$ cat config.mk
export PLATFORM = sky130hd
export DESIGN_NAME = regfile_2r1w
export DESIGN_NICKNAME = d
export VERILOG_FILES = /design/src/rtl/regfile_2r1w.sv
export SDC_FILE = /design/constraint.sdc
export NUM_CORES = 2
export LEC_CHECK = 0
export BUFFER_PORTS_ARGS = -buffer_cell sky130_fd_sc_hd__buf_4
export CAP_MARGIN = 15
export CORE_ASPECT_RATIO = 1.2
export CORE_UTILIZATION = 54
export CTS_CLUSTER_DIAMETER = 50
export DETAILED_ROUTE_END_ITERATION = 16
export PLACE_DENSITY = 0.73
export SYNTH_ARGS = -nofsm -noshare
export SYNTH_HDL_FRONTEND = slang
export SYNTH_SLANG_ARGS = --single-unit
$ cat constraint.sdc
create_clock -name clock -period 2.2 [get_ports clock]
set_clock_uncertainty 0.05 [all_clocks]
set_input_delay 0.22 -clock clock [delete_from_list [all_inputs] [get_ports clock]]
set_output_delay 0.22 -clock clock [all_outputs]
set_load 0.01 [all_outputs]
$ cat src/rtl/regfile_2r1w.sv
// regfile_2r1w: 32 x 32-bit architectural register file, one write port and two
// combinational read ports. Entry 0 is hardwired to zero.
// Optional feature: define REGFILE_BYPASS_EN to forward same-cycle write data to
// a read port whose index matches the active write index.
module regfile_2r1w #(
  parameter int unsigned DATA_W = 32,
  parameter int unsigned ADDR_W = 5
) (
  input  logic              clock,
  input  logic              ctrl_reset_n,
  input  logic              ctrl_writeEnable,
  input  logic [ADDR_W-1:0] ctrl_writeReg,
  input  logic [DATA_W-1:0] data_writeReg,
  input  logic [ADDR_W-1:0] ctrl_readRegA,
  input  logic [ADDR_W-1:0] ctrl_readRegB,
  output logic [DATA_W-1:0] data_readRegA,
  output logic [DATA_W-1:0] data_readRegB
);

  localparam int unsigned NumRegs = 2 ** ADDR_W;

  // Flat view of all entries, entry[0] tied to zero, feeding both read selectors.
  logic [DATA_W-1:0] entry [NumRegs];

  for (genvar i = 0; i < NumRegs; i++) begin : g_entry
    if (i == 0) begin : g_zero
      assign entry[i] = '0;
    end else begin : g_reg
      logic [DATA_W-1:0] reg_q;
      logic              we;

      // Decoder term is ANDed with the enable first so an X index with the
      // enable low cannot disturb the register.
      assign we = ctrl_writeEnable && (ctrl_writeReg == ADDR_W'(i));

      // Enabled register with asynchronous clear.
      always_ff @(posedge clock or negedge ctrl_reset_n) begin
        if (!ctrl_reset_n) begin
          reg_q <= '0;
        end else if (we) begin
          reg_q <= data_writeReg;
        end
      end

      assign entry[i] = reg_q;
    end
  end

  logic fwd_a;
  logic fwd_b;

`ifdef REGFILE_BYPASS_EN
  assign fwd_a = ctrl_writeEnable && (ctrl_writeReg != '0) && (ctrl_readRegA == ctrl_writeReg);
  assign fwd_b = ctrl_writeEnable && (ctrl_writeReg != '0) && (ctrl_readRegB == ctrl_writeReg);
`else
  assign fwd_a = 1'b0;
  assign fwd_b = 1'b0;
`endif

  // Read port A: select, optional forward, forced to zero during reset.
  always_comb begin
    data_readRegA = entry[ctrl_readRegA];
    if (fwd_a) begin
      data_readRegA = data_writeReg;
    end
    if (!ctrl_reset_n) begin
      data_readRegA = '0;
    end
  end

  // Read port B: select, optional forward, forced to zero during reset.
  always_comb begin
    data_readRegB = entry[ctrl_readRegB];
    if (fwd_b) begin
      data_readRegB = data_writeReg;
    end
    if (!ctrl_reset_n) begin
      data_readRegB = '0;
    end
  end

endmodule

Word-level counts from Yosys, hierarchy flattened
Cells that the tools add are included.

word-level totals
  register bits = 992
  bits of input ports = 50
  logic and storage cells = 105
  output and inout bits = 64

operators by class
  $lt $le $gt $ge = 2
  multiplexer cells = 8
  bitwise logic cells = 2
  reductions and logical operators = 31
  eq/ne operators = 31

operators with widths
  operator              count
  $bmux W32 S5          2
  $mux W32              6
  $eq A5 B5 Y1 const B  16
  $eq A5 B4 Y1 const B  8
  $logic_and A1 B1 Y1   31
  $eq A5 B3 Y1 const B  4
  $ge A6 B6 Y1 const B  2
  $not A5 Y6            2
  $eq A5 B2 Y1 const B  2
  $eq A5 B1 Y1 const B  1

Depth between registers and ports, before layout
  depth in word-level cells = 5
  mapped depth = 8
  gate-level depth less buffers = 4

Least setup slack after synthesis
No wires, ideal clock.

  path kind = input -> output
  start point = input ctrl_readRegA[1]
  end point = output data_readRegA[30]
  buffers on the path = 3
  slack = 18 ps
  data required time = 1930 ps
  stages on the path = 6
  arrival = 1912 ps
  path through = buf_2 buf_2 buf_2 mux4_2 mux4_2 o221a_1

between the ends
  word-level cells in the longest chain between the ends = 5

RTL lines
  item                                          line  source
  start, declared                               14    input logic [ADDR_W-1:0] ctrl_readRegA,
  $not A5 Y6 (not written as such)              62    data_readRegA = entry[ctrl_readRegA];
  $bmux W32 S5                                  62
  $mux W32 (not written as such) (2 in series)  62
  $mux W32                                      66    if (!ctrl_reset_n) begin
  end, declared                                 16    output logic [DATA_W-1:0] data_readRegA,

Every way passes these cells. The select of a mux whose other input is x is not followed.

Worst setup path after layout
  start point = register g_entry[1].g_reg.reg_q[30]
  end point = output data_readRegA[30]

between the ends
  word-level cells in the longest chain between the ends = 4

RTL lines
  item                                          line  source
  start, declared                               29    logic [DATA_W-1:0] reg_q;
  start signal, assigned                        41    reg_q <= data_writeReg;
  $bmux W32 S5                                  62
  $mux W32 (not written as such) (2 in series)  62
  $mux W32                                      66

Every way passes these cells. The select of a mux whose other input is x is not followed.

==> flow_results.org <==
** Finish
- Layout-stage area growth over the synthesis result :: 18.6%
- Cells with a size suffix above 1 make up ~58% of the layout.
- Net count reported at finish :: roughly 3,800
- The count of cells in the finished layout, fillers not included, comes to just over 5,000.
- The largest registers in the layout are g_entry.g_reg.reg_q (992).
- Reg with most FFs :: g_entry.g_reg.reg_q
- Fillcell total :: around 7,000
- Measured on the finished design, the core utilization comes to 64.5%.
- The register with the most flip-flops in the layout has around 990 of them.

** Synthesis
- For this run, the leading register cell type out of synthesis is dfrtp_1.
- Summing the areas of all and, or, nand and nor instances in the mapped netlist gives approximately 1.9% of the synthesized area.
- Share of the synthesized area in compound gates (AO/OA/AOI/OAI) :: slightly above 4%
- Number of flops mapped to enable cells by yosys :: 0
- Main combinational cell family by area after synthesis :: multiplexers
- Synthesis produced a netlist with a net count of roughly 3,600.
- In this run, synthesis produced a sequential element count of between 900 and 1,000.
- In this run, distinct cell masters in the synthesized netlist total 42.
- During synthesis, Yosys emitted a total of 0 warnings.
- dfrtp_1 takes more of the synthesized area than any other cell.
- Number of standard cells after synthesis :: around 3,500
- After Yosys synthesis, XOR and XNOR cells account for 0% of the synthesized area.
- After synthesis the cells add up to between 50,000 and 60,000 um2.
- Dominant cells by area after synthesis :: dfrtp_1 (46%), mux2_2 (22%), mux4_2 (19%)
- Area share of the leading cell type in the synthesized netlist :: 46.5%
- After Yosys synthesis, full adders, half adders and majority gates account for 0% of the synthesized area.
- After synthesis, the share of cell area in mux cells is 44.2%.
- Of all flip-flops after synthesis, the portion carrying an async set or reset was 100%.
- Share of the yosys chip area belonging to registers :: between 40 and 50%
- Post-Synthesis Mean Instance Area :: roughly 15 um2

** Routing
- Routed len/inst :: 33.2 um
- Total number of vias :: 35,800
- After detailed routing, the total wire length is between 150 and 200 mm.
- The first TritonRoute pass finished after 6 iterations.
- For this run, design rule violations remaining after detail routing come to 0.
- Avg Vias per Cell :: between 6 and 7
- Number of nets with antenna violations after detailed routing :: 0
- The detailed router finished its first iteration with approximately 3,400 violations.

** STA
- Fmax :: approximately 0.36 GHz
- Setup violations remaining at the end of the flow were counted as 64.
- In the finished design, the share of the clock period the worst path needs comes to 126%.
- Pin slew with the least headroom to its limit :: 1.06 ns
- The final-report hold violation count is 0.
- Setup repair after global routing could not meet its margin everywhere.
- Clock period minus final worst setup slack :: 2.76 ns
- Once routing completed, OpenROAD measured the worst setup slack at -0.562 ns.
- Relative slew slack :: 29.0%
- Slew Viols, Final :: 0

** CTS
- Total CTS buffers :: between 100 and 150
- Clock Tree Buf Depth :: 3
- The tree built by TritonCTS fans out to between 900 and 1,000 sinks.
- TritonCTS built the clock tree.
- The H-tree generated during clock tree synthesis spans 3 levels.
- Library cell used as clock root buffer :: clkbuf_16
- Clock-pin slew was measured on the worst setup and hold paths at 0.06 ns.
- For the worst-skew pair, the clock arrives at the later sink with an insertion delay of around 0.68 ns.

** Critical path
- Critical path startpoint category :: register
- At the worst endpoint, the required time is 1.93 ns.
- The worst setup path is captured at an output port.
- In this run the worst path has a maximum fanout of 3.
- For the worst setup path, the data arrival time is 2.49 ns.
- The setup path with the least slack is of type register to output port.

** Placed design
- Placed cell count :: 4,846
- The congestion estimate from routability-driven global placement came to just under 0.9.
- Half-perimeter wire length after placement :: 105 mm
- Total of buffers placed on input and output ports :: around 110

** Power and ir drop
- Power density over cell area :: between 800 and 900 nW/um2
- In this run the static leakage power is 27.7 nW.
- VDD IR-drop max :: about 0.77 mV

** Die
- Count of boundary I/O pins :: approximately 110
- The floorplan step set the die height to about 350 um.
- Die ar. :: about 100,000 um2
- The region available for standard cell placement spans roughly 98,000 um2.
- Core Rows :: 126
- Effective utilization at floorplan :: between 50% and 60%
- Overall die width :: just under 300 um

** Global routing
- Global routing finished with a remaining overflow of 0.
- The first global-routing pass estimated 256 mm of wire.
- The via count of the first global-routing pass is around 39,000.
- Global routing consumed, over all layers together, roughly a third of the routing resources.
- Number of antenna violations at the first check in global routing :: 5
- Entering global routing, the biggest net connects 146 pins.

** Status
- The final reports fail on setup timing.
- The flow ran to the end, but the final reports show violations.

** Min path
- The worst hold path belongs to the class input pin to asynchronous set/reset pin.

** Job
- Max-Cap Viols :: 0
metrics by stage:
stage                     setup TNS [ns]  hold slack, ns  worst slack, ns  total power, mW  cell area [um2]
after floorplan                        0          -0.126           0.0181             32.2            53400
after CTS                         -28.53         0.00571           -0.619             56.2            63100
final                             -26.49          0.0504           -0.562             56.2            63300
after detailed placement          -14.43           0.395           -0.351             36.1            58000
after global placement            -14.21           0.398           -0.367             35.2            58000
after global routing              -29.70          0.0309           -0.609             58.3            63300
cells by family after synthesis:
family / Yosys count
flip-flops: 992
AO/OA/AOI/OAI: 257
buffers and inverters: 397
AND/OR/NAND/NOR: 196
multiplexers: 1674
path summary, 6_finish.rpt:
| kind | from | to | slack [ns] | cells after the start |
|---|---|---|---|---|
| min reg2reg | g_entry[20].g_reg.reg_q[4]$_DFFE_PN0P_ | g_entry[20].g_reg.reg_q[4]$_DFFE_PN0P_ | 0.47 | 1 |
| max reg2reg | g_entry[15].g_reg.reg_q[0]$_DFFE_PN0P_ | g_entry[15].g_reg.reg_q[0]$_DFFE_PN0P_ | 1.14 | 3 |
| min | ctrl_reset_n | g_entry[16].g_reg.reg_q[19]$_DFFE_PN0P_ | 0.05 | 5 |
| min in group clock | ctrl_writeReg[1] | g_entry[3].g_reg.reg_q[9]$_DFFE_PN0P_ | 0.14 | 4 |
| max | g_entry[1].g_reg.reg_q[30]$_DFFE_PN0P_ | data_readRegA[30] | -0.56 | 5 |
| max in group asynchronous | ctrl_reset_n | g_entry[3].g_reg.reg_q[31]$_DFFE_PN0P_ | 0.57 | 6 |
cells in the mapped netlist, types with 2 or more instances:
library cell,count
mux2_2,1021
dfrtp_1,992
mux4_2,443
clkbuf_1,200
mux2i_1,175
buf_2,133
nor2b_1,69
nand2_1,45
buf_1,40
a21oi_1,36
mux2_1,35
a22o_1,33
nor3_1,33
a221oi_1,30
o211ai_1,30
o221a_2,30
o311a_1,30
o221ai_1,27
o21a_1,26
buf_4,16
nor2_1,16
nand3_1,14
o211a_1,6
nand2b_1,5
buf_8,4
a22oi_1,3
buf_6,3
nand4b_1,3
or3_1,3
nand3b_1,2
nor3b_1,2
repair_timing:
action	in CTS	in global routing
pin swaps	30	27
buffers inserted	32	10
hold endpoints to repair	1582	0
resized for setup	89	23
hold buffers	53	0
endpoints found under the setup margin	64	64
area by class of cell:
type | instances | area [um2] | share of cell area [%]
multi-input cells | 2127 | 27200 | 43.0
flip-flops and latches | 992 | 24800 | 39.2
repair buffers | 540 | 5780 | 9.13
clock buffers | 149 | 3150 | 4.97
well taps | 1280 | 1600 | 2.53
clock inverters | 60 | 761 | 1.20
diodes | 2 | 5.00 | 0.00790
inverters | 1 | 3.75 | 0.00593
layout by cell type, fill, tap and decap left out, types with 13 or more instances in the layout:
cell type      netlist  routed
nand2_1             45      34
o221a_2             30      30
mux2i_1            175     169
buf_6                3      74
buf_4               16     308
mux2_1              35      34
a22o_1              33      33
a221oi_1            30      28
nor2b_1             69      59
mux2_2            1021    1019
dfrtp_1            992     992
clkbuf_1           200      21
clkinvlp_4           0      17
o311a_1             30      24
dlygate4sd3_1        0      49
o221ai_1            27      27
bufinv_16            0      13
o211ai_1            30      30
clkbuf_16            0     116
clkbuf_8             0      14
o21a_1              26      22
a21oi_1             36      36
mux4_2             443     443
nor3_1              33      29
buf_12               0     100
power breakdown:
| part | internal, mW | leakage [nW] | switching, mW | total (mW) |
|---|---|---|---|---|
| clock | 11.7 | 1.86 | 8.05 | 19.7 |
| combinational | 7.41 | 13.1 | 4.50 | 11.9 |
| sequential | 21.8 | 12.7 | 2.78 | 24.6 |
| total | 40.9 | 27.7 | 15.3 | 56.2 |
critical path, cell delays in order (launching register included):
cell,delay (ns)
dfrtp_1,0.39
mux2_4,0.28
a22o_1,0.23
mux4_2,0.46
o221a_4,0.31
buf_6,0.13
routing by layer:
layer,vias to the layer above,GRT usage (%),share of wire (%)
met2,1886,55.6,48
met3,549,7.03,8.6
met4,2,18.6,6.0
met1,19200,45.0,37
met5,-,0,0.0064
li1,14200,-,-
Note: power is estimated with default switching activity, not from simulation.
